$ cat src/rtl/flash_pkg.sv
// Shared types and constants for the NOR flash line-fill engine.
package flash_pkg;

    typedef enum logic [1:0] {
        ST_IDLE   = 2'd0,
        ST_ACCESS = 2'd1,
        ST_DONE   = 2'd2,
        ST_HIT    = 2'd3
    } state_t;

    localparam int LINE_WORDS  = 4;
    localparam int HW_PER_WORD = 2;
    localparam int FLASH_AW    = 19;
    localparam int TAG_W       = FLASH_AW - 3;

    // First half-word address of a 16-byte line.
    function automatic logic [FLASH_AW-1:0] line_base(input logic [TAG_W-1:0] tag);
        return {tag, 3'd0};
    endfunction

endpackage

$ cat src/rtl/flash_ctrl_if.sv
// Cache-miss request/return bus plus the parallel NOR flash pins of the line-fill engine.
// The slave side is flash_ctrl; the master side is the miss controller together with the flash part.
interface flash_ctrl_if;
    logic        req;
    logic [19:0] c_addr;
    logic        ack;
    logic        valid;
    logic [31:0] data;
    logic        flash_ce_n;
    logic        flash_oe_n;
    logic [18:0] flash_addr;
    logic [15:0] flash_rdata;

    modport master (
        output req, c_addr, flash_rdata,
        input  ack, valid, data, flash_ce_n, flash_oe_n, flash_addr
    );

    modport slave (
        input  req, c_addr, flash_rdata,
        output ack, valid, data, flash_ce_n, flash_oe_n, flash_addr
    );
endinterface

$ cat src/rtl/flash_acc_timer.sv
// Wait-state down-counter: load sets WAIT_CYCLES, en counts down to 0 and holds; done when 0.
// Zero latency on done; no backpressure.
module flash_acc_timer #(
    parameter int unsigned WAIT_CYCLES = 3
) (
    input  logic hclk,
    input  logic hreset_n,
    input  logic load,
    input  logic en,
    output logic done
);

    logic [3:0] cnt;

    always_ff @(posedge hclk or negedge hreset_n) begin
        if (!hreset_n) begin
            cnt <= 4'd0;
        end else if (load) begin
            cnt <= 4'(WAIT_CYCLES);
        end else if (en && (cnt != 4'd0)) begin
            cnt <= cnt - 4'd1;
        end
    end

    assign done = (cnt == 4'd0);

endmodule

$ cat src/rtl/flash_ctrl.sv
// Line-fill engine: one 16-byte line as eight timed half-word flash reads, returned as four 32-bit beats.
// First beat 2*(WAIT_CYCLES+1)+1 cycles after req; requests are held off (no ack) until req drops after a line.
// Optional one-line hit buffer under FLASH_LINE_BUF_EN.
module flash_ctrl
    import flash_pkg::*;
#(
    parameter int unsigned WAIT_CYCLES = 3
) (
    input  logic        hclk,
    input  logic        hreset_n,
    flash_ctrl_if.slave bus
);

    state_t             state;
    state_t             next_state;
    logic [2:0]         hw_cnt;
    logic [15:0]        lo_half;
    logic [TAG_W-1:0]   req_tag;
    logic               accept;
    logic               sample;
    logic               hit_start;
    logic               buf_hit;
    logic               last_beat;
    logic               tmr_done;
    logic               unused_nib;

    assign req_tag    = bus.c_addr[19:4];
    assign unused_nib = ^bus.c_addr[3:0];

    flash_acc_timer #(.WAIT_CYCLES(WAIT_CYCLES)) u_timer (
        .hclk     (hclk),
        .hreset_n (hreset_n),
        .load     (accept | sample),
        .en       (state == ST_ACCESS),
        .done     (tmr_done)
    );

`ifdef FLASH_LINE_BUF_EN
    logic [TAG_W-1:0] buf_tag;
    logic             buf_vld;
    logic [31:0]      buf_dat [LINE_WORDS];
    logic [1:0]       rd_cnt;

    assign buf_hit   = buf_vld && (buf_tag == req_tag);
    assign last_beat = (rd_cnt == 2'(LINE_WORDS - 1));

    // The buffer is invalidated as soon as a new fill starts overwriting it.
    always_ff @(posedge hclk or negedge hreset_n) begin
        if (!hreset_n) begin
            buf_tag <= '0;
            buf_vld <= 1'b0;
            rd_cnt  <= 2'd0;
        end else begin
            if (accept) begin
                buf_tag <= req_tag;
                buf_vld <= 1'b0;
            end
            if (sample && (hw_cnt == 3'd7)) begin
                buf_vld <= 1'b1;
            end
            if (hit_start) begin
                rd_cnt <= 2'd0;
            end else if (state == ST_HIT) begin
                rd_cnt <= rd_cnt + 2'd1;
            end
        end
    end

    always_ff @(posedge hclk) begin
        if (sample && hw_cnt[0]) begin
            buf_dat[hw_cnt[2:1]] <= {bus.flash_rdata, lo_half};
        end
    end
`else
    assign buf_hit   = 1'b0;
    assign last_beat = 1'b1;
`endif

    always_ff @(posedge hclk or negedge hreset_n) begin
        if (!hreset_n) begin
            state <= ST_IDLE;
        end else begin
            state <= next_state;
        end
    end

    always_comb begin
        next_state = state;
        accept     = 1'b0;
        sample     = 1'b0;
        hit_start  = 1'b0;
        case (state)
            ST_IDLE: begin
                if (bus.req) begin
                    if (buf_hit) begin
                        hit_start  = 1'b1;
                        next_state = ST_HIT;
                    end else begin
                        accept     = 1'b1;
                        next_state = ST_ACCESS;
                    end
                end
            end
            ST_ACCESS: begin
                if (tmr_done) begin
                    sample = 1'b1;
                    if (hw_cnt == 3'd7) begin
                        next_state = ST_DONE;
                    end
                end
            end
            ST_HIT: begin
                if (last_beat) begin
                    next_state = ST_DONE;
                end
            end
            ST_DONE: begin
                if (!bus.req) begin
                    next_state = ST_IDLE;
                end
            end
            default: next_state = ST_IDLE;
        endcase
    end

    // Flash strobes are registered from next_state so they switch on the same edge as the state.
    always_ff @(posedge hclk or negedge hreset_n) begin
        if (!hreset_n) begin
            bus.ack        <= 1'b0;
            bus.valid      <= 1'b0;
            bus.data       <= 32'd0;
            bus.flash_ce_n <= 1'b1;
            bus.flash_oe_n <= 1'b1;
            bus.flash_addr <= '0;
            hw_cnt         <= 3'd0;
            lo_half        <= 16'd0;
        end else begin
            bus.ack        <= accept | hit_start;
            bus.valid      <= 1'b0;
            bus.flash_ce_n <= (next_state != ST_ACCESS);
            bus.flash_oe_n <= (next_state != ST_ACCESS);
            if (accept) begin
                bus.flash_addr <= line_base(req_tag);
                hw_cnt         <= 3'd0;
            end
            if (sample) begin
                hw_cnt               <= hw_cnt + 3'd1;
                bus.flash_addr[2:0]  <= hw_cnt + 3'd1;
                if (!hw_cnt[0]) begin
                    lo_half <= bus.flash_rdata;
                end else begin
                    bus.data  <= {bus.flash_rdata, lo_half};
                    bus.valid <= 1'b1;
                end
            end
`ifdef FLASH_LINE_BUF_EN
            if (state == ST_HIT) begin
                bus.data  <= buf_dat[rd_cnt];
                bus.valid <= 1'b1;
            end
`endif
        end
    end

endmodule

$ cat src/flat_wrapper.sv
// flat-port wrapper written by rule: the top's interface ports become plain ports
module flash_ctrl_flat import flash_pkg::*;
#(
    parameter int unsigned WAIT_CYCLES = 3
)
  (hclk, hreset_n, bus_req, bus_c_addr, bus_flash_rdata, bus_ack, bus_valid, bus_data, bus_flash_ce_n, bus_flash_oe_n, bus_flash_addr);
  flash_ctrl_if bus_i ();
  input  logic hclk;
  input  logic hreset_n;
  input wire logic [$bits(bus_i.req)-1:0] bus_req;
  input wire logic [$bits(bus_i.c_addr)-1:0] bus_c_addr;
  input wire logic [$bits(bus_i.flash_rdata)-1:0] bus_flash_rdata;
  output wire logic [$bits(bus_i.ack)-1:0] bus_ack;
  output wire logic [$bits(bus_i.valid)-1:0] bus_valid;
  output wire logic [$bits(bus_i.data)-1:0] bus_data;
  output wire logic [$bits(bus_i.flash_ce_n)-1:0] bus_flash_ce_n;
  output wire logic [$bits(bus_i.flash_oe_n)-1:0] bus_flash_oe_n;
  output wire logic [$bits(bus_i.flash_addr)-1:0] bus_flash_addr;
  assign bus_i.req = bus_req;
  assign bus_i.c_addr = bus_c_addr;
  assign bus_i.flash_rdata = bus_flash_rdata;
  assign bus_ack = bus_i.ack;
  assign bus_valid = bus_i.valid;
  assign bus_data = bus_i.data;
  assign bus_flash_ce_n = bus_i.flash_ce_n;
  assign bus_flash_oe_n = bus_i.flash_oe_n;
  assign bus_flash_addr = bus_i.flash_addr;
  flash_ctrl #(.WAIT_CYCLES(WAIT_CYCLES)) u_core (.hclk(hclk), .hreset_n(hreset_n), .bus(bus_i));
endmodule
$ cat config.mk
export PLATFORM = sky130hd
export DESIGN_NAME = flash_ctrl_flat
export DESIGN_NICKNAME = d
export VERILOG_FILES = /design/src/rtl/flash_pkg.sv /design/src/rtl/flash_ctrl_if.sv /design/src/rtl/flash_acc_timer.sv /design/src/rtl/flash_ctrl.sv /design/src/flat_wrapper.sv
export SDC_FILE = /design/constraint.sdc
export NUM_CORES = 1
export LEC_CHECK = 0
export ABC_AREA = 1
export CORE_ASPECT_RATIO = 1.25
export CORE_MARGIN = 5
export CORE_UTILIZATION = 45
export CTS_CLUSTER_DIAMETER = 50
export DETAILED_ROUTE_END_ITERATION = 10
export PLACE_DENSITY_LB_ADDON = 0.1
export RECOVER_POWER = 50
export SYNTH_ARGS = -nofsm -noshare
export SYNTH_HDL_FRONTEND = slang
export SYNTH_HIERARCHICAL = 1
export SYNTH_SLANG_ARGS = --single-unit
$ cat constraint.sdc
create_clock -name hclk -period 2.66 [get_ports hclk]
set_clock_uncertainty 0.2 [all_clocks]
set_input_delay 0.266 -clock hclk [delete_from_list [all_inputs] [get_ports hclk]]
set_output_delay 0.266 -clock hclk [all_outputs]
set_load 0.02 [all_outputs]
==> flow_summary_export.csv <==
group,metric,value,unit
run_status,status,"complete, no violations",
power_and_ir_drop,seq_power_share,38.5,%
floorplan,die_w,84.11,um
power_and_ir_drop,pwr-share-clk,16.6,%
global_routing,grt_pass1_wl,11820,um
sta,relSlewSlack,36.54,%
global_routing,gr-usage-met3,4.716,%
power_and_ir_drop,power_switching,2.065,mW
critical_path,crit_path_start,"u_core/u_timer/cnt[0]",
placed_design,dp.final_hpwl,4839,um
sta,rsz0062_at_grt,"no",
cts,postCtsSetupBuffers,0,
global_routing,first_global_vias,2481,
floorplan,core.rowCount,33,
global_routing,grt_usage,17.15,%
critical_path,ff2ff_path_depth,10,
power_and_ir_drop,switching_share,39.83,%
power_and_ir_drop,p_per_area,1226,nW/um^2
layout,fin_cells,524,
floorplan,io_pins,94,
layout,fillers,590,
layout,diodes,0,
cts,htree_levels,3,
synth,ys_ff_latch,76,
synth,synthCells,344,
sta,hold_violations,0,
cts,cts_buffer_depth,2,
global_routing,overflow,0,
cts,clock-sinks,76,
power_and_ir_drop,peakVddDrop,0.5918,mV
cts,cts_made_buffers,9,
sta,worstMarginPinSlew,0.9519,ns
critical_path,reg2reg_slack,0.46,ns
sta,finalMaxSlewViolations,0,
critical_path,reg2reg_to,"u_core/lo_half[11]",
critical_path,cp-start-kind,"register",
cts,root_buffer,"clkbuf_8",
synth,syn-cell-area,3089,sq um
synth,yosys_warnings,6,
global_routing,grt_start_max_net_pins,77,
route,wl,7149,um
placed_design,postPlaceCellArea,4033,sq um
sta,finalCritPeriodShare,82.77,%
power_and_ir_drop,pwr-share-comb,44.9,%
global_routing,use_met2,28.98,%
floorplan,dieHeight,102.6,um
global_routing,antenna_found_initial,0,
sta,min_period,2.202,ns
cts,cts_tree,"done",
cts,clk_pin_slew,0.08,ns
power_and_ir_drop,p_int,3.120,mW
run,drv_cap,0,
sta,max_freq,454.2,MHz
route,vias_per_cell,4.763,
critical_path,arrival,2.23,ns
route,drc_errors,0,
critical_path,critPathCaptureType,"register",
global_routing,busiest_layer,"met2",
min_path,min_path_type,"in -> reg",
route,wl_per_cell,13.64,um
placed_design,finalWeightedCongestion,0.7424,
sta,setup_tns,0,ns
layout,nets,475,
global_routing,grt_use_met1,21.09,%
critical_path,setup.worst_path.class,"reg -> reg",
floorplan,fp.dieArea,8632,sq um
synth,syn_nets,387,
power_and_ir_drop,p_leak,2.170,nW
synth,seq_area_frac_synth,61.60,%
route,drtIter0Drc,134,
sta,finalSetupViolCount,0,
floorplan,core,6606,sq um
placed_design,dp.cells,507,
route,num_vias,2496,
route,antenna_left,0,
layout,syn_to_final_growth,36.90,%
cts,insertion_delay,0.34,ns
critical_path,timing.rr.start,"u_core/u_timer/cnt[0]",
synth,avgSynthCellArea,8.980,sq um
placed_design,portBuffers,89,
critical_path,crit_fanout,24,
layout,final_cell_area,4229,sq um
layout,drive_gt1_share,6.865,%
critical_path,crit_end,"u_core/lo_half[11]",
synth,yosysUniqueCellTypes,20,
floorplan,start_util,46.76,%
route,first_pass_iters,4,
critical_path,required,2.69,ns
[through the flow]
step | total power, mW | hold slack (ns) | worst slack [ns] | utilization, %
floorplan | 3.320 | -0.2296 | 0.8841 | -
global placement | 4.331 | 0.2542 | 0.5066 | 61.04
detailed placement | 4.389 | 0.2581 | 0.4589 | 61.04
CTS | 5.274 | 0.2380 | 0.4398 | 64.09
global route | 5.561 | 0.2525 | 0.2795 | 64.02
finish | 5.185 | 0.2521 | 0.4583 | 64.02
[kinds of logic (layout without fill, tap and decap cells)]
group / count (synthesis) / in the layout / synth area share, %
simple gates: 230 / 230 / 31.15
flops: 76 / 76 / 61.60
buf+inv: 30 / 123 / 4.414
fa+ha+maj: 4 / 4 / 1.620
compound gates: 3 / 3 / 0.9316
xor+xnor: 1 / 1 / 0.2836
[cells in the mapped netlist]
library cell	count	share of area, %
buf_2	13	2.1
clkbuf_1	3	0.36
nand2_1	162	20
nor2_4	1	0.36
nor2_2	2	0.40
nand2_2	3	0.61
nor2_1	4	0.49
inv_2	3	0.36
a21oi_1	1	0.16
xor2_1	1	0.28
buf_4	2	0.49
ha_1	4	1.6
nand3_1	56	9.1
inv_1	9	1.1
dfrtp_1	75	61
a21oi_4	1	0.53
dfstp_2	1	0.85
o211ai_1	1	0.24
nand4_1	1	0.20
nand3_2	1	0.32
[worst min path at each step]
stage,start,endpoint,slack (ns),cells past startpoint
after floorplan,hreset_n,u_core/bus.ack,-0.23,0
after global placement,u_core/lo_half[8],u_core/lo_half[8],0.25,2
after detailed placement,u_core/bus.data[10],u_core/bus.data[10],0.26,2
after CTS,bus_c_addr[6],u_core/bus.flash_addr[5],0.24,3
after global routing,bus_c_addr[6],u_core/bus.flash_addr[5],0.25,3
final,bus_c_addr[6],u_core/bus.flash_addr[5],0.25,3
[layout make-up]
| cell class | count | area (sq um) | area share [%] |
|---|---|---|---|
| clock buffers | 10 | 127.6 | 3.018 |
| multi-input cells | 238 | 1045 | 24.70 |
| repair buffers | 95 | 935.9 | 22.13 |
| clock inverters | 6 | 63.81 | 1.509 |
| flip-flops and latches | 76 | 1903 | 45.00 |
| inverters | 12 | 45.04 | 1.065 |
| well taps | 87 | 108.9 | 2.574 |
[placed cells by master (no fill, tap or decap)]
| cell | n |
|---|---|
| nand2_2 | 3 |
| inv_6 | 1 |
| clkbuf_8 | 9 |
| nand3_1 | 57 |
| a21oi_4 | 1 |
| clkdlybuf4s50_1 | 81 |
| nand4_1 | 1 |
| a21oi_1 | 1 |
| nor2_1 | 4 |
| dfstp_2 | 1 |
| o211ai_1 | 1 |
| inv_2 | 1 |
| bufinv_16 | 1 |
| nor2_4 | 1 |
| xor2_1 | 1 |
| nor2_2 | 2 |
| clkbuf_1 | 1 |
| inv_1 | 11 |
| dlygate4sd3_1 | 8 |
| dfrtp_1 | 75 |
| ha_1 | 4 |
| buf_4 | 6 |
| clkinv_2 | 2 |
| clkinvlp_4 | 2 |
| nand2_1 | 162 |
[power groups by stage]
stage                     Sequential, mW  Clock, mW  Combinational [mW]
after floorplan                     2.41          0               0.906
after global placement              2.00          0                2.33
after detailed placement            2.01          0                2.38
after CTS                           2.00      0.887                2.39
after global routing                2.07      0.946                2.55
final                               1.99      0.860                2.33
[what timing repair did]
action,4_1_cts,5_1_grt
resized for setup,0,0
endpoints found under the setup margin,0,0
endpoints found under the hold margin,75,0
hold buffers,1,0
[sequential cells by signal (all words and copies together) (netlist names)]
| name | flops |
|---|---|
| u_core/bus.ack | 1 |
| u_core/bus.data | 32 |
| u_core/bus.flash_addr | 16 |
| u_core/bus.flash_oe_n | 1 |
| u_core/bus.valid | 1 |
| u_core/hw_cnt | 3 |
| u_core/lo_half | 16 |
| u_core/state | 2 |
| u_core/u_timer/cnt | 4 |
[worst max-delay path, stage by stage (launching register included)]
cell and delay, ns:
dfrtp_1 0.38, inv_1 0.14, ha_1 0.24, nand2_1 0.11, inv_1 0.10, nand2_1 0.09
nor2_4 0.12, buf_4 0.27, nand2_2 0.26, nand2_1 0.12, nand2_1 0.06
[per-layer routing]
metal | up-vias | part of all wire (%)
li1 | 1253 | -
met1 | 1176 | 44
met2 | 62 | 49
met3 | 5 | 5.6
met4 | 0 | 1.1
met5 | - | 0
No activity file was read; power rests on OpenSTA's default activity.
